### config.mk
export PLATFORM = sky130hd
export DESIGN_NAME = hh_step_scheduler
export DESIGN_NICKNAME = d
export VERILOG_FILES = /design/src/rtl/hh_step_scheduler.sv
export SDC_FILE = /design/constraint.sdc
export NUM_CORES = 1
export LEC_CHECK = 0
export BUFFER_PORTS_ARGS = -buffer_cell sky130_fd_sc_hd__buf_4
export CAP_MARGIN = 15
export CORE_MARGIN = 8
export CORE_UTILIZATION = 40
export DETAILED_ROUTE_END_ITERATION = 12
export PLACE_DENSITY = 0.71
export SETUP_SLACK_MARGIN = 0.5
export SYNTH_ARGS = -nofsm -noshare
export SYNTH_HDL_FRONTEND = slang
export SYNTH_SLANG_ARGS = --single-unit
export TNS_END_PERCENT = 5
### constraint.sdc
create_clock -name clk -period 4.84 [get_ports clk]
set_input_delay 1.452 -clock clk [delete_from_list [all_inputs] [get_ports clk]]
set_output_delay 1.452 -clock clk [all_outputs]
set_load 0.01 [all_outputs]
### src/rtl/hh_step_scheduler.sv
`default_nettype none
// ============================================================================
//  Module   : hh_step_scheduler
//  Brief    : Timestep sequencer for one shared Hodgkin-Huxley update engine.
//             Each accepted tick walks every neuron slot in ascending order
//             over a start/done handshake. It gathers the spike flags and
//             publishes them as one vector. It also tracks queued ticks,
//             dropped ticks and engine timeouts.
//  Revision : 1.0 - initial release
// ============================================================================
module hh_step_scheduler #(
  parameter int NUM_NEURONS = 4,
  parameter int IDX_W       = 2,
  parameter int MAX_WAIT    = 15
) (
  input  logic                   clk,
  input  logic                   rst,
  input  logic                   enable,
  input  logic                   step_tick,
  input  logic                   clr_err,
  output logic                   eng_start,
  output logic [IDX_W-1:0]       eng_idx,
  input  logic                   eng_done,
  input  logic                   eng_spike,
  output logic [NUM_NEURONS-1:0] spike_vec,
  output logic                   step_done,
  output logic                   busy,
  output logic                   pending,
  output logic                   overrun_err,
  output logic                   timeout_err
);

  // Index of the final slot in a step.
  localparam logic [IDX_W-1:0] LAST_IDX  = IDX_W'(NUM_NEURONS - 1);
  // Counter value in the last WAIT cycle a slot is allowed. The counter
  // reaches MAX_WAIT at the edge that ends that cycle.
  localparam logic [7:0]       WAIT_LAST = 8'(MAX_WAIT - 1);

  typedef enum logic [1:0] {
    S_IDLE    = 2'd0,
    S_START   = 2'd1,
    S_WAIT    = 2'd2,
    S_PUBLISH = 2'd3
  } state_t;

  state_t                 state;
  state_t                 state_next;
  logic [IDX_W-1:0]       idx;
  logic [NUM_NEURONS-1:0] scratch;
  logic [NUM_NEURONS-1:0] scratch_upd;
  logic [7:0]             wait_cnt;

  logic tick_accept;
  logic tick_queue;
  logic slot_done;
  logic slot_expire;
  logic slot_end;
  logic last_slot;

  // A new step starts from IDLE on a fresh or queued tick while enabled.
  assign tick_accept = (state == S_IDLE) && enable && (step_tick || pending);
  // Any tick that cannot start a step right now is queued, or it is dropped
  // if the queue is already full.
  assign tick_queue  = step_tick && !((state == S_IDLE) && enable);
  // A done wins over an expiry that falls in the same cycle.
  assign slot_done   = (state == S_WAIT) && eng_done;
  assign slot_expire = (state == S_WAIT) && !eng_done && (wait_cnt == WAIT_LAST);
  assign slot_end    = slot_done || slot_expire;
  assign last_slot   = (idx == LAST_IDX);

  // Outputs are decoded from registered state only.
  assign eng_start = (state == S_START);
  assign step_done = (state == S_PUBLISH);
  assign busy      = (state != S_IDLE);
  assign eng_idx   = idx;

  // Scratch vector with the current slot's result merged in. A timed-out
  // slot records no spike.
  always_comb begin
    scratch_upd      = scratch;
    scratch_upd[idx] = slot_done && eng_spike;
  end

  // State register.
  always_ff @(posedge clk or posedge rst) begin
    if (rst) begin
      state <= S_IDLE;
    end else begin
      state <= state_next;
    end
  end

  // Next-state logic for the per-slot handshake sequence.
  always_comb begin
    state_next = state;
    case (state)
      S_IDLE: begin
        if (tick_accept) begin
          state_next = S_START;
        end
      end
      S_START: begin
        state_next = S_WAIT;
      end
      S_WAIT: begin
        if (slot_end) begin
          state_next = last_slot ? S_PUBLISH : S_START;
        end
      end
      S_PUBLISH: begin
        state_next = S_IDLE;
      end
      default: begin
        state_next = S_IDLE;
      end
    endcase
  end

  // Slot index, scratch capture, wait counter and published spike vector.
  always_ff @(posedge clk or posedge rst) begin
    if (rst) begin
      idx       <= '0;
      scratch   <= '0;
      wait_cnt  <= '0;
      spike_vec <= '0;
    end else begin
      if (tick_accept) begin
        idx     <= '0;
        scratch <= '0;
      end else if (slot_end) begin
        scratch <= scratch_upd;
        if (!last_slot) begin
          idx <= idx + IDX_W'(1);
        end
      end

      if (state == S_START) begin
        wait_cnt <= '0;
      end else if (state == S_WAIT) begin
        wait_cnt <= wait_cnt + 8'd1;
      end

      // Publish at the edge entering PUBLISH, final slot's bit included.
      if (slot_end && last_slot) begin
        spike_vec <= scratch_upd;
      end
    end
  end

  // Tick queue and sticky error flags. A set event wins over clr_err.
  always_ff @(posedge clk or posedge rst) begin
    if (rst) begin
      pending     <= 1'b0;
      overrun_err <= 1'b0;
      timeout_err <= 1'b0;
    end else begin
      if (tick_accept) begin
        pending <= 1'b0;
      end else if (tick_queue) begin
        pending <= 1'b1;
      end

      if (tick_queue && pending) begin
        overrun_err <= 1'b1;
      end else if (clr_err) begin
        overrun_err <= 1'b0;
      end

      if (slot_expire) begin
        timeout_err <= 1'b1;
      end else if (clr_err) begin
        timeout_err <= 1'b0;
      end
    end
  end

endmodule
`default_nettype wire

# Word-level counts from Yosys, hierarchy flattened
# Index checks and enable logic that the tools add are counted.
# word_totals
reg_bits	23
output_inout_bits	12
elab_cells	62
# classes
add_sub_neg	2
order_cmp	2
n_eq_ne	8
n_mux	19
n_reduce_logical	23
# op_table
op	count
$mux W8	2
$mux W2	6
$reduce_bool A2 Y1	6
$logic_and A1 B1 Y1	10
$add A8 B1 Y8 const B	1
$eq A8 B4 Y1 const B	1
$mux W4	2
$pmux W2 S4	1
$eq A2 B2 Y1 const B	3
$mux W1	6
$ne A2 B2 Y1 const B	3
$bwmux W4	1
$reduce_and A2 Y1	2
$lt A2 B3 Y1 const B	1
$add A2 B1 Y2 const B	1
$demux W1 S2	1
$eq A2 B1 Y1 const B	1
$ge A2 B1 Y1 const B	1
$logic_not A1 Y1	2
$logic_not A2 Y1	1
$logic_or A1 B1 Y1	2

# Logic depth before layout (Yosys ltp)
# depth
depth_word	7
depth_mapped	6
mapped_depth_nobuf	6

# Worst setup path before layout
# No wires, ideal clock.
# synth_path
path_type	reg2out
startpoint	register state[0]
endpoint	output port busy
t_arrival_ns	0.798
required_ns	3.388
setup_slack_ns	2.590
stages_incl_launch_ff	4
n_path_buf	0
cell_sequence	dfrtp_1 -> inv_1 -> ha_1 -> inv_1
# synth_via
elab_chain_len	1
# synth_lines
element	line_no	text
start: declaration	46	state_t state;
start signal: assignment	89	state <= state_next;
$reduce_bool A2 Y1	74	assign busy = (state != S_IDLE);
end: declaration	27	output logic busy,
# Every way passes these cells.

# Worst setup path in the final report
# layout_path
startpoint	register state[1]
endpoint	output port eng_start
# layout_via
elab_chain_len	1
# layout_lines
element	line_no	text
$eq A2 B1 Y1	72	assign eng_start = (state == S_START);
end: declaration	21	output logic eng_start,
# Every way passes these cells.

==> flow_summary.yaml <==
critical_path:
  critPathCaptureType: "output pin"
  cpMaxStageDelayCell: "dfrtp_1"
  cp_data_required_time_ns: 3.39
  cp_cell_sequence: "inv_1 > ha_1 > buf_4"
  crit_type: "reg2out"
  crit_path_max_fanout: 9
  crit_arrival_ns: 1.38
  slowest_delay_ns: 0.44
  start_kind: "flip-flop"
cells_and_area:
  layout_commonest_cell: "dfrtp_1"
  fill_cells: 306
  num_antenna_cells: 0
  utilization_pct: 48.7
  layout-drive-gt1-share_pct: 19.0
  nets: 165
  layout_common_cells: "22 x dfrtp_1, 18 x buf_4, 16 x inv_1"
  seqCellArea_um2: 551
  multi_input_area_um2: 623
  area_growth_pct: 18.6
logic_synthesis:
  syn-num-nets: 142
  yosys-top-cells-area: "dfrtp_1 45%, ha_1 10%, o21ai_0 5.3%"
  synth_cell_type_count: 33
  synth_area_um2: 1230
  yosysTopAreaCell: "dfrtp_1"
  synth-seq-cells: 22
  syn_inst: 125
  yosys_warnings: 0
  ys_seq_area_share_pct: 44.6
  synth_top_area_share_pct: 44.6
  synth_area_per_cell_um2: 9.87
clocking:
  postCtsResizedCells: 0
  clock-root-buffer: "clkbuf_4"
  clk_latency_ns: 0.32
  cts_setup_buffers: 0
  cts-hold-fix-buffers: 0
  clockBufferDepth: 2
  numCtsBuffers: 3
  clock_sinks: 22
  cts_tree: "built"
  h-tree-depth: 1
  path_clk_slew_ns: 0.13
timing:
  tightest_slew_ns: 0.835
  grt_setup_unrepaired: "false"
  setup_violations: 0
  skew_ns: 0.0162
  max-slew-margin-rel_pct: 44.2
  fmax_ghz: 0.353
  hold_viol_final: 0
  post-route-min-period_ns: 2.83
  final_max_slew_viol_count: 0
  fin_crit_sh_pct: 58.5
  tns_ns: 0
floorplanning:
  core_um2: 3000
  ioPinCount: 19
  row_count: 20
  die_h_um: 71.5
  die_area_um2: 5120
  die_w_um: 71.5
  initial_utilization_pct: 41.1
flow_run:
  maxCapViolCount: 0
routing:
  wl_um: 2440
  drt_iter0_markers: 17
  dr.pass1.iters: 6
  wl_per_cell_um: 13.5
  num_vias: 969
  drc: 0
  ant_nets: 0
  detail_route.vias_per_cell: 5.38
global_route:
  antenna_found_initial: 0
  grt_use_total_pct: 10.0
  grt_pass1_wl_um: 4210
  grt_max_degree: 23
  grt_pass1_vias: 1006
  grt-ovfl-total: 0
outcome:
  status: "completed"
placed_design:
  place.gp.congestion: 0.825
  dp_hpwl_um: 1920
  numPortBuffers: 18
pwr:
  p_per_area_nw_per_um2: 586
  p_leak_nw: 0.672
  irDropWorstVdd_mv: 0.289
worst_hold_path:
  hold_path.class: "reg2reg"
==> metal layers <==
metal  global-route usage [%]  share of wire [%]  vias up
met5                        0                  0        -
met4                     2.27               0.78        0
met3                     3.63                4.7        5
met2                     17.8                 50       19
met1                     11.1                 44      463
li1                         -                  -      482
==> kinds of logic (layout without fill, tap and decap cells) <==
group	count (synthesis)	in the layout	share of synthesized area, %
AND/OR/NAND/NOR	34	34	15.4
XOR/XNOR	2	2	1.42
multiplexers	4	4	3.55
AO/OA/AOI/OAI	37	37	20.0
adder cells (fa/ha/maj)	10	10	10.1
buffers and inverters	16	38	4.87
flip-flops	22	22	44.6
==> critical path, delay by kind of cell, from the launching register on <==
kind | cells | cell delay (ns)
adder cells (fa/ha/maj) | 1 | 0.32
buffers and inverters | 2 | 0.29
flip-flops | 1 | 0.44
==> path summary, 6_finish.rpt <==
| path | start | endpoint | slack [ns] | cells past startpoint |
|---|---|---|---|---|
| max | state[1] | eng_start | 2.01 | 3 |
| min | spike_vec[2] | spike_vec[2] | 0.50 | 1 |
| max reg2reg | state[0] | eng_idx[0] | 3.07 | 6 |
| min reg2reg | spike_vec[2] | spike_vec[2] | 0.50 | 1 |
| max in group asynchronous | rst | wait_cnt[0] | 3.03 | 2 |
| min in group asynchronous | rst | spike_vec[2] | 1.28 | 2 |
==> area by class of cell <==
type,instances,share of cell area (%)
Clock buffer,3,1.54
Clock inverter,1,2.05
Inverter,16,4.11
Multi-Input combinational cell,87,42.6
Sequential cell,22,37.6
Tap cell,33,2.82
Timing Repair Buffer,18,9.24
==> cells in the mapped netlist <==
cell type,instances
nor2_2,1
or2b_1,1
nand4_1,1
nor3_1,2
and3_1,1
inv_1,16
o21ai_0,13
and2_2,1
xnor2_1,2
or3_1,1
nand2_1,11
a22o_1,1
a211oi_1,1
a31oi_2,1
o22ai_1,1
o31ai_1,3
nor2_1,5
mux2_1,3
o211ai_1,1
ha_1,10
nand3_1,5
mux2i_1,1
a2bb2oi_1,1
nand2b_1,2
or2_1,1
o2bb2ai_1,1
o22a_1,1
and4bb_4,1
dfrtp_1,22
nor2_8,1
a31oi_1,2
a21oi_1,10
a32oi_4,1
==> per-stage QoR <==
stage	hold slack, ns	power [mW]	instances	worst slack (ns)	area, µm²
detailed placement	0.478	0.724	176	2.38	1410
global route	0.530	0.936	180	1.91	1460
finish	0.503	0.857	180	2.01	1460
global placement	0.473	0.706	176	2.40	1410
CTS	0.510	0.871	180	1.99	1460
floorplan	0.492	0.578	125	2.59	1230
==> registers in the layout (all words and copies together) (netlist names) <==
name         flops
wait_cnt         8
spike_vec        4
scratch          3
eng_idx          2
state            2
overrun_err      1
pending          1
timeout_err      1
==> power by group <==
part | internal (mW) | leakage (nW) | switching, mW
logic | 0.180 | 0.363 | 0.224
clock network | 0.0838 | 0.0279 | 0.0584
registers | 0.252 | 0.282 | 0.0593
total | 0.516 | 0.672 | 0.341
(Power assumes the default switching activity.)
